File: config.mk
export PLATFORM = sky130hd
export DESIGN_NAME = parity_frame_tx
export DESIGN_NICKNAME = d
export VERILOG_FILES = /design/src/rtl/parity_pkg.sv /design/src/rtl/parity_tree.sv /design/src/rtl/parity_frame_tx.sv
export SDC_FILE = /design/constraint.sdc
export NUM_CORES = 1
export LEC_CHECK = 0
export BUFFER_PORTS_ARGS = -buffer_cell sky130_fd_sc_hd__clkbuf_2
export CAP_MARGIN = 30
export CELL_PAD_IN_SITES_DETAIL_PLACEMENT = 0
export CELL_PAD_IN_SITES_GLOBAL_PLACEMENT = 1
export CORE_MARGIN = 2
export CORE_UTILIZATION = 40
export CTS_BUF_LIST = sky130_fd_sc_hd__clkbuf_8
export DETAILED_ROUTE_END_ITERATION = 8
export PLACE_DENSITY = 0.75
export SETUP_SLACK_MARGIN = 0.02
export SLEW_MARGIN = 20
export SYNTH_ARGS = -nofsm -noshare
export SYNTH_HDL_FRONTEND = slang
export SYNTH_SLANG_ARGS = --single-unit
File: constraint.sdc
create_clock -name clk -period 4.93 [get_ports clk]
set_input_delay 0.2465 -clock clk [delete_from_list [all_inputs] [get_ports clk]]
set_output_delay 0.2465 -clock clk [all_outputs]
set_load 0.02 [all_outputs]
File: src/rtl/parity_pkg.sv
// Shared types, defaults and reference parity function for the parity frame transmitter.
package parity_pkg;

  localparam int unsigned DEFAULT_WIDTH = 8;

  typedef enum logic [1:0] {
    IDLE   = 2'd0,
    SHIFT  = 2'd1,
    PARITY = 2'd2
  } ptx_state_t;

  // Reference parity of a default-width word; odd=1 selects odd parity.
  function automatic logic calc_parity(input logic [DEFAULT_WIDTH-1:0] data, input logic odd);
    return (^data) ^ odd;
  endfunction

endpackage

File: src/rtl/parity_tree.sv
// Combinational XOR reduction of a WIDTH-bit word; shared with the downstream parity checker.
module parity_tree #(
  parameter int unsigned WIDTH = 8
) (
  input  logic [WIDTH-1:0] data,
  output logic             parity_c
);

  assign parity_c = ^data;

endmodule

File: src/rtl/parity_frame_tx.sv
// Serial parity frame transmitter: WIDTH data bits LSB first, then one parity bit.
// Optional macro PARITY_ERR_INJECT_EN adds inject_err to corrupt one frame's parity.
module parity_frame_tx
  import parity_pkg::*;
#(
  parameter int unsigned WIDTH      = DEFAULT_WIDTH,
  parameter bit          ODD        = 1'b0,
  parameter bit          IDLE_LEVEL = 1'b1
) (
  input  logic             clk,
  input  logic             rst_n,
  input  logic [WIDTH-1:0] data_in,
  input  logic             in_valid,
  output logic             in_ready,
  output logic             ser_out,
  output logic             ser_valid,
  output logic             frame_start,
  output logic             parity_out,
`ifdef PARITY_ERR_INJECT_EN
  output logic             busy,
  input  logic             inject_err
`else
  output logic             busy
`endif
);

  localparam int unsigned CW = $clog2(WIDTH);

  ptx_state_t       state_q, state_d;
  logic [CW-1:0]    cnt_q, cnt_d;
  logic [WIDTH-1:0] shreg_q, shreg_d;
  logic             par_q, par_d;
  logic             in_ready_d, ser_out_d, ser_valid_d, frame_start_d, parity_out_d, busy_d;
  logic             tree_par_c;
  logic             inj_c;
  logic             accept_c;
  logic             load_par_c;

  parity_tree #(.WIDTH(WIDTH)) u_tree (
    .data     (data_in),
    .parity_c (tree_par_c)
  );

`ifdef PARITY_ERR_INJECT_EN
  assign inj_c = inject_err;
`else
  assign inj_c = 1'b0;
`endif

  assign accept_c   = in_valid && in_ready;
  assign load_par_c = tree_par_c ^ ODD ^ inj_c;

  // State and registered outputs
  always_ff @(posedge clk) begin
    if (!rst_n) begin
      state_q     <= IDLE;
      cnt_q       <= '0;
      shreg_q     <= '0;
      par_q       <= 1'b0;
      in_ready    <= 1'b0;
      ser_out     <= IDLE_LEVEL;
      ser_valid   <= 1'b0;
      frame_start <= 1'b0;
      parity_out  <= 1'b0;
      busy        <= 1'b0;
    end else begin
      state_q     <= state_d;
      cnt_q       <= cnt_d;
      shreg_q     <= shreg_d;
      par_q       <= par_d;
      in_ready    <= in_ready_d;
      ser_out     <= ser_out_d;
      ser_valid   <= ser_valid_d;
      frame_start <= frame_start_d;
      parity_out  <= parity_out_d;
      busy        <= busy_d;
    end
  end

  // Next state and next output values
  always_comb begin
    state_d       = state_q;
    cnt_d         = cnt_q;
    shreg_d       = shreg_q;
    par_d         = par_q;
    in_ready_d    = in_ready;
    ser_out_d     = ser_out;
    ser_valid_d   = ser_valid;
    frame_start_d = 1'b0;
    parity_out_d  = parity_out;
    busy_d        = busy;

    case (state_q)
      IDLE: begin
        in_ready_d  = 1'b1;
        ser_out_d   = IDLE_LEVEL;
        ser_valid_d = 1'b0;
        busy_d      = 1'b0;
      end
      SHIFT: begin
        in_ready_d = 1'b0;
        if (cnt_q == CW'(WIDTH - 1)) begin
          state_d    = PARITY;
          ser_out_d  = par_q;
          in_ready_d = 1'b1;
        end else begin
          cnt_d     = cnt_q + CW'(1);
          ser_out_d = shreg_q[0];
          shreg_d   = shreg_q >> 1;
        end
      end
      PARITY: begin
        state_d     = IDLE;
        in_ready_d  = 1'b1;
        ser_out_d   = IDLE_LEVEL;
        ser_valid_d = 1'b0;
        busy_d      = 1'b0;
      end
      default: state_d = IDLE;
    endcase

    // Accept can only occur in IDLE or PARITY; bit 0 is presented right away.
    if (accept_c) begin
      state_d       = SHIFT;
      cnt_d         = '0;
      shreg_d       = data_in >> 1;
      par_d         = load_par_c;
      parity_out_d  = load_par_c;
      in_ready_d    = 1'b0;
      ser_out_d     = data_in[0];
      ser_valid_d   = 1'b1;
      frame_start_d = 1'b1;
      busy_d        = 1'b1;
    end
  end

endmodule
== Yosys cells after proc, flatten, opt, wreduce, memory -nomap -nowiden ==
Cells that the tools add are included.

* Register bits after elaboration: 17
* Input port bits: 11
* Memory bits (writable): 0
* Latch bits: 0
* Output and inout port bits: 6
* Memories: 0
* Memory bits (read-only): 0

* Bitwise logic cells: 3
* Shifts and indexed selects: 0
* Mux-type cells: 14
* $add $sub $neg: 1
* Divide/modulo/power cells: 0
* Reduce and logical (&&, ||, !) cells: 13
* Multiply operators: 0
* Order comparisons: 0
* Equality and inequality tests: 7

{| class="wikitable"
|+ Operators with widths
! cell !! count
|-
| 7-bit two-way mux || 3
|-
| 2-bit AND reduction || 4
|-
| 8-bit XOR reduction || 1
|-
| 1-bit two-way mux || 7
|-
| 2-bit != test, second input constant || 3
|-
| 2-bit nonzero test || 3
|-
| 1-bit case mux with 2 select lines || 2
|-
| 2-bit case mux with 2 select lines || 1
|-
| 2-bit OR reduction || 2
|-
| 3-bit by 1-bit adder with 3-bit output, second input constant || 1
|-
| 3-bit == test, second input constant || 1
|-
| 3-bit != test, second input constant || 1
|-
| 1-bit NOT || 3
|-
| 3-bit nonzero test || 1
|-
| 2-bit by 1-bit == test with 1-bit output, second input constant || 1
|-
| 2-bit == test, second input constant || 1
|-
| 2-bit logical NOT || 1
|-
| 2-bit two-way mux || 1
|-
| 1-bit logical AND || 1
|}

== Depth between registers and ports, before layout ==
* Depth in word-level cells: 4
* Depth in mapped cells: 7
* Mapped depth without buffers: 6

== By module ==
Synthesis repeated with hierarchy kept, for this count alone.

* Cells, all modules: 77
* Area total of the unflattened synthesis: 753.2 um2

{| class="wikitable"
|+ Modules (own cells, without submodules)
! module !! area each (um2) !! cells each !! times used
|-
| parity_frame_tx || 691.9 || 70 || 1
|-
| parity_tree || 61.3 || 7 || 1
|}

== Least setup slack after synthesis ==
No wires, ideal clock.

* Path type: flip-flop to flip-flop
* Start point: register cnt_q[0]
* End point: register shreg_q[0]
* Stages on the path, launching flop included: 8
* Data required time: 4.814 ns
* Clock period less this slack: 1.584 ns
* Arrival time: 1.468 ns
* Path slack: 3.346 ns
* Cells stage by stage: dfxtp_1 ha_1 ha_1 nor3b_4 buf_6 mux2i_1 nand2_1 o211a_1

* Word-level cells in the longest chain between the ends: 3

{| class="wikitable"
|+ Ends and longest elaborated chain
! what !! RTL line !! source
|-
| start, declared || parity_frame_tx.sv:30 || <nowiki>logic [CW-1:0] cnt_q, cnt_d;</nowiki>
|-
| start signal, assigned || parity_frame_tx.sv:68 || <nowiki>cnt_q <= cnt_d;</nowiki>
|-
| 3-bit == test || parity_frame_tx.sv:102 || <nowiki>if (cnt_q == CW'(WIDTH - 1)) begin</nowiki>
|-
| 2-bit != test (no source line) || -- ||
|-
| 2-bit AND reduction (no source line) || -- ||
|-
| end signal, assigned || parity_frame_tx.sv:69 || <nowiki>shreg_q <= shreg_d;</nowiki>
|-
| end, declared || parity_frame_tx.sv:31 || <nowiki>logic [WIDTH-1:0] shreg_q, shreg_d;</nowiki>
|}

Every way passes these cells.
A chain may end at the register's enable or synchronous reset.

== Final worst setup path ==
* Start point: register cnt_q[0]
* End point: register shreg_q[5]

The elaborated chain is that of the path after synthesis.

==> metrics <==
status completed; pin count of the biggest net entering global routing 18; HPWL Detailed 1000 um; reg2reg setup slack 2.99 ns; vias in the first global route 529; #FFs+latches synth 17; most frequent cell after synthesis dfxtp_1; FF-to-FF End shreg_q[5]; CTS resizes 0; Post-CTS Hold Buffers 0; nets@finish 106; Final ANT Viol Nets 0; crit share post-route 0.394; WL met3 38 um; drc violations 0; first-pass GRT wire length 2370 um; crit path max-delay cell type nor3b_4; worst hold path depth 3; pre-CTS setup slack 3.02 ns; P per Cell Area 330 mW/mm^2; worst setup margin 2.99 ns; clk_skew 0.00543 ns; Clock Sinks 17; post-synthesis sequential area ratio 0.432; htree depth 1; post-synth top area cell dfxtp_1; Max-slew headroom 0.559; worst r2r src cnt_q[0]; Total Wirelength 1390 um; CP peak stage delay 0.59 ns; WP buf/inv 0; cts bufs inserted 3; via/cell ratio 4.67; GPL Wtd Cong 0.819; WL met1 702 um; RSZ-0062 raised after global routing no; DR top layer met4; Final Critical Period 1.94 ns; hold endpoint ser_out; ant diodes 0; CTS Buffer Depth 2; worst-skew pair later-pin latency 0.25 ns; drt wl/cell 11.6 um; required time worst endpoint 5.07 ns; met2 wire length 630 um; Top Family by Delay on Critical Path simple AND/OR/NAND/NOR gates; core area 0.00190 mm^2; via count 556; Final setup viols 0; Post-Synthesis Cells 76; Port Buf Inserts 16; crit-path most repeated cell ha_1; Final TNS setup 0 ns; Commonest cells post-synth dfxtp_1 (17), nand2_1 (11), mux2i_1 (10), xnor2_1 (8), o211a_1 (6); syn nets 89; clk root buf clkbuf_8; Main synth FF type dfxtp_1; FF-to-FF path depth 6; top-area cell type share of the netlist area 0.432; Chip Height 48.4 um; Post-synth EDFFs 0; Post-synth ARST share 0; effective utilization at floorplan 0.414; worst slew pin tran 0.661 ns; maximum resistive drop on vdd 0.000255 V; FILL cells 187; CTS tree done; Site Rows 16; syn avg cell area 10.4 um^2; 1st-iter DRT viols 8; Unique masters post-synth 23; Ys Warns 0; CP Class flop to flop; critical path, cell by cell ha_1 > ha_1 > nor3b_4 > mux2i_1 > nand2_1 > o211a_1; Critical Path Start Type flop; fmax 0.515 GHz; post-synthesis cell area 788 um^2; hold path start data_in[0]; postcts setup bufs 0; GRT Residual Overflow 0; Clock Pin Slew Worst Setup and Hold Paths 0.07 ns; Area contributors post-synth dfxtp_1 (43%), mux2i_1 (13%), xnor2_1 (8.9%); io pins 17; P&R area growth vs syn 16.8%; Setup crit end kind flop; CP arrival 2.08 ns; share of cells above drive strength 1 0.239; max-cap viol count 0; Die W 48.4 um; CP max FO 11; Pre-Repair DR Iteration Count 2; die area 0.00234 mm^2; initial antenna violation count 0; final hold vios 0; Slew Limit Fails 0; gr usage total 0.129; leakage 0.436 nW; Worst Hold Class input pin to flop
cells by family (layout without fill, tap and decap cells):
logic type	Yosys count	after routing	synth area share
adders and majority gates	2	2	0.0317
muxes	10	10	0.127
AOI/OAI and AO/OA	14	14	0.143
xor gates and xnor gates	8	8	0.0889
buffers and inverters	4	20	0.0349
and+or+nand+nor	21	21	0.143
DFF	17	17	0.432
sequential cells by signal, summed over array words and instances, names as in the netlist:
signal	flops
shreg_q	7
cnt_q	3
state_q	2
busy	1
frame_start	1
in_ready	1
par_q	1
ser_out	1
power by group:
part	switching (mW)	total (mW)	leakage (nW)	internal, mW
Clock	0.0468	0.103	0.0255	0.0560
Combinational	0.0254	0.0491	0.271	0.0237
Sequential	0.00602	0.152	0.139	0.146
Total	0.0782	0.304	0.436	0.226
cell usage in the layout, fill, tap and decap left out, drive strengths merged:
| master | instances |
|---|---|
| o2111ai | 1 |
| o21ai | 2 |
| clkbuf | 19 |
| o211a | 6 |
| clkinv | 1 |
| a21boi | 1 |
| dfxtp | 17 |
| mux2i | 10 |
| and3 | 1 |
| o2bb2ai | 1 |
| xnor2 | 8 |
| ha | 2 |
| nor2 | 4 |
| nand2 | 12 |
| nor3b | 1 |
| and2 | 2 |
| a21oi | 2 |
| nand3b | 1 |
| o21a | 1 |
worst max path at each step:
stage	startpoint	endpoint	cells after the start
final	cnt_q[0]	shreg_q[5]	6
after global routing	cnt_q[0]	shreg_q[5]	6
after CTS	cnt_q[0]	shreg_q[5]	6
after detailed placement	cnt_q[0]	shreg_q[1]	6
after global placement	cnt_q[0]	shreg_q[0]	6
after floorplan	cnt_q[0]	shreg_q[0]	7
through the flow:
| step | total power, mW | area (um^2) | hold slack [ns] | std cells | utilization |
|---|---|---|---|---|---|
| after floorplan | 0.191 | 788 | 0.376 | 76 | - |
| after global placement | 0.204 | 875 | 0.485 | 115 | 0.460 |
| after detailed placement | 0.204 | 875 | 0.492 | 115 | 0.460 |
| after CTS | 0.308 | 921 | 0.258 | 119 | 0.484 |
| after global routing | 0.320 | 921 | 0.265 | 119 | 0.484 |
| final | 0.304 | 921 | 0.257 | 119 | 0.484 |
worst reg2reg max path, stage by stage, from the launching register on:
cell	delay, ns
dfxtp_1	0.32
ha_1	0.20
ha_1	0.25
nor3b_4	0.59
mux2i_1	0.28
nand2_1	0.08
o211a_1	0.12
layer usage:
metal  up-vias  global-route usage
met5         -                   0
met2         7               0.197
li1        294                   -
met4         0              0.0571
met1       253               0.175
met3         2              0.0278
layout make-up:
cell class / instances / area [um^2] / area share
Multi-Input combinational cell: 55 / 420 / 0.457
Clock inverter: 1 / 5.00 / 0.00543
Timing Repair Buffer: 16 / 80.1 / 0.0870
Clock buffer: 3 / 41.3 / 0.0448
Tap cell: 27 / 33.8 / 0.0367
Sequential cell: 17 / 340 / 0.370
Power figures use the tool's default switching activity.
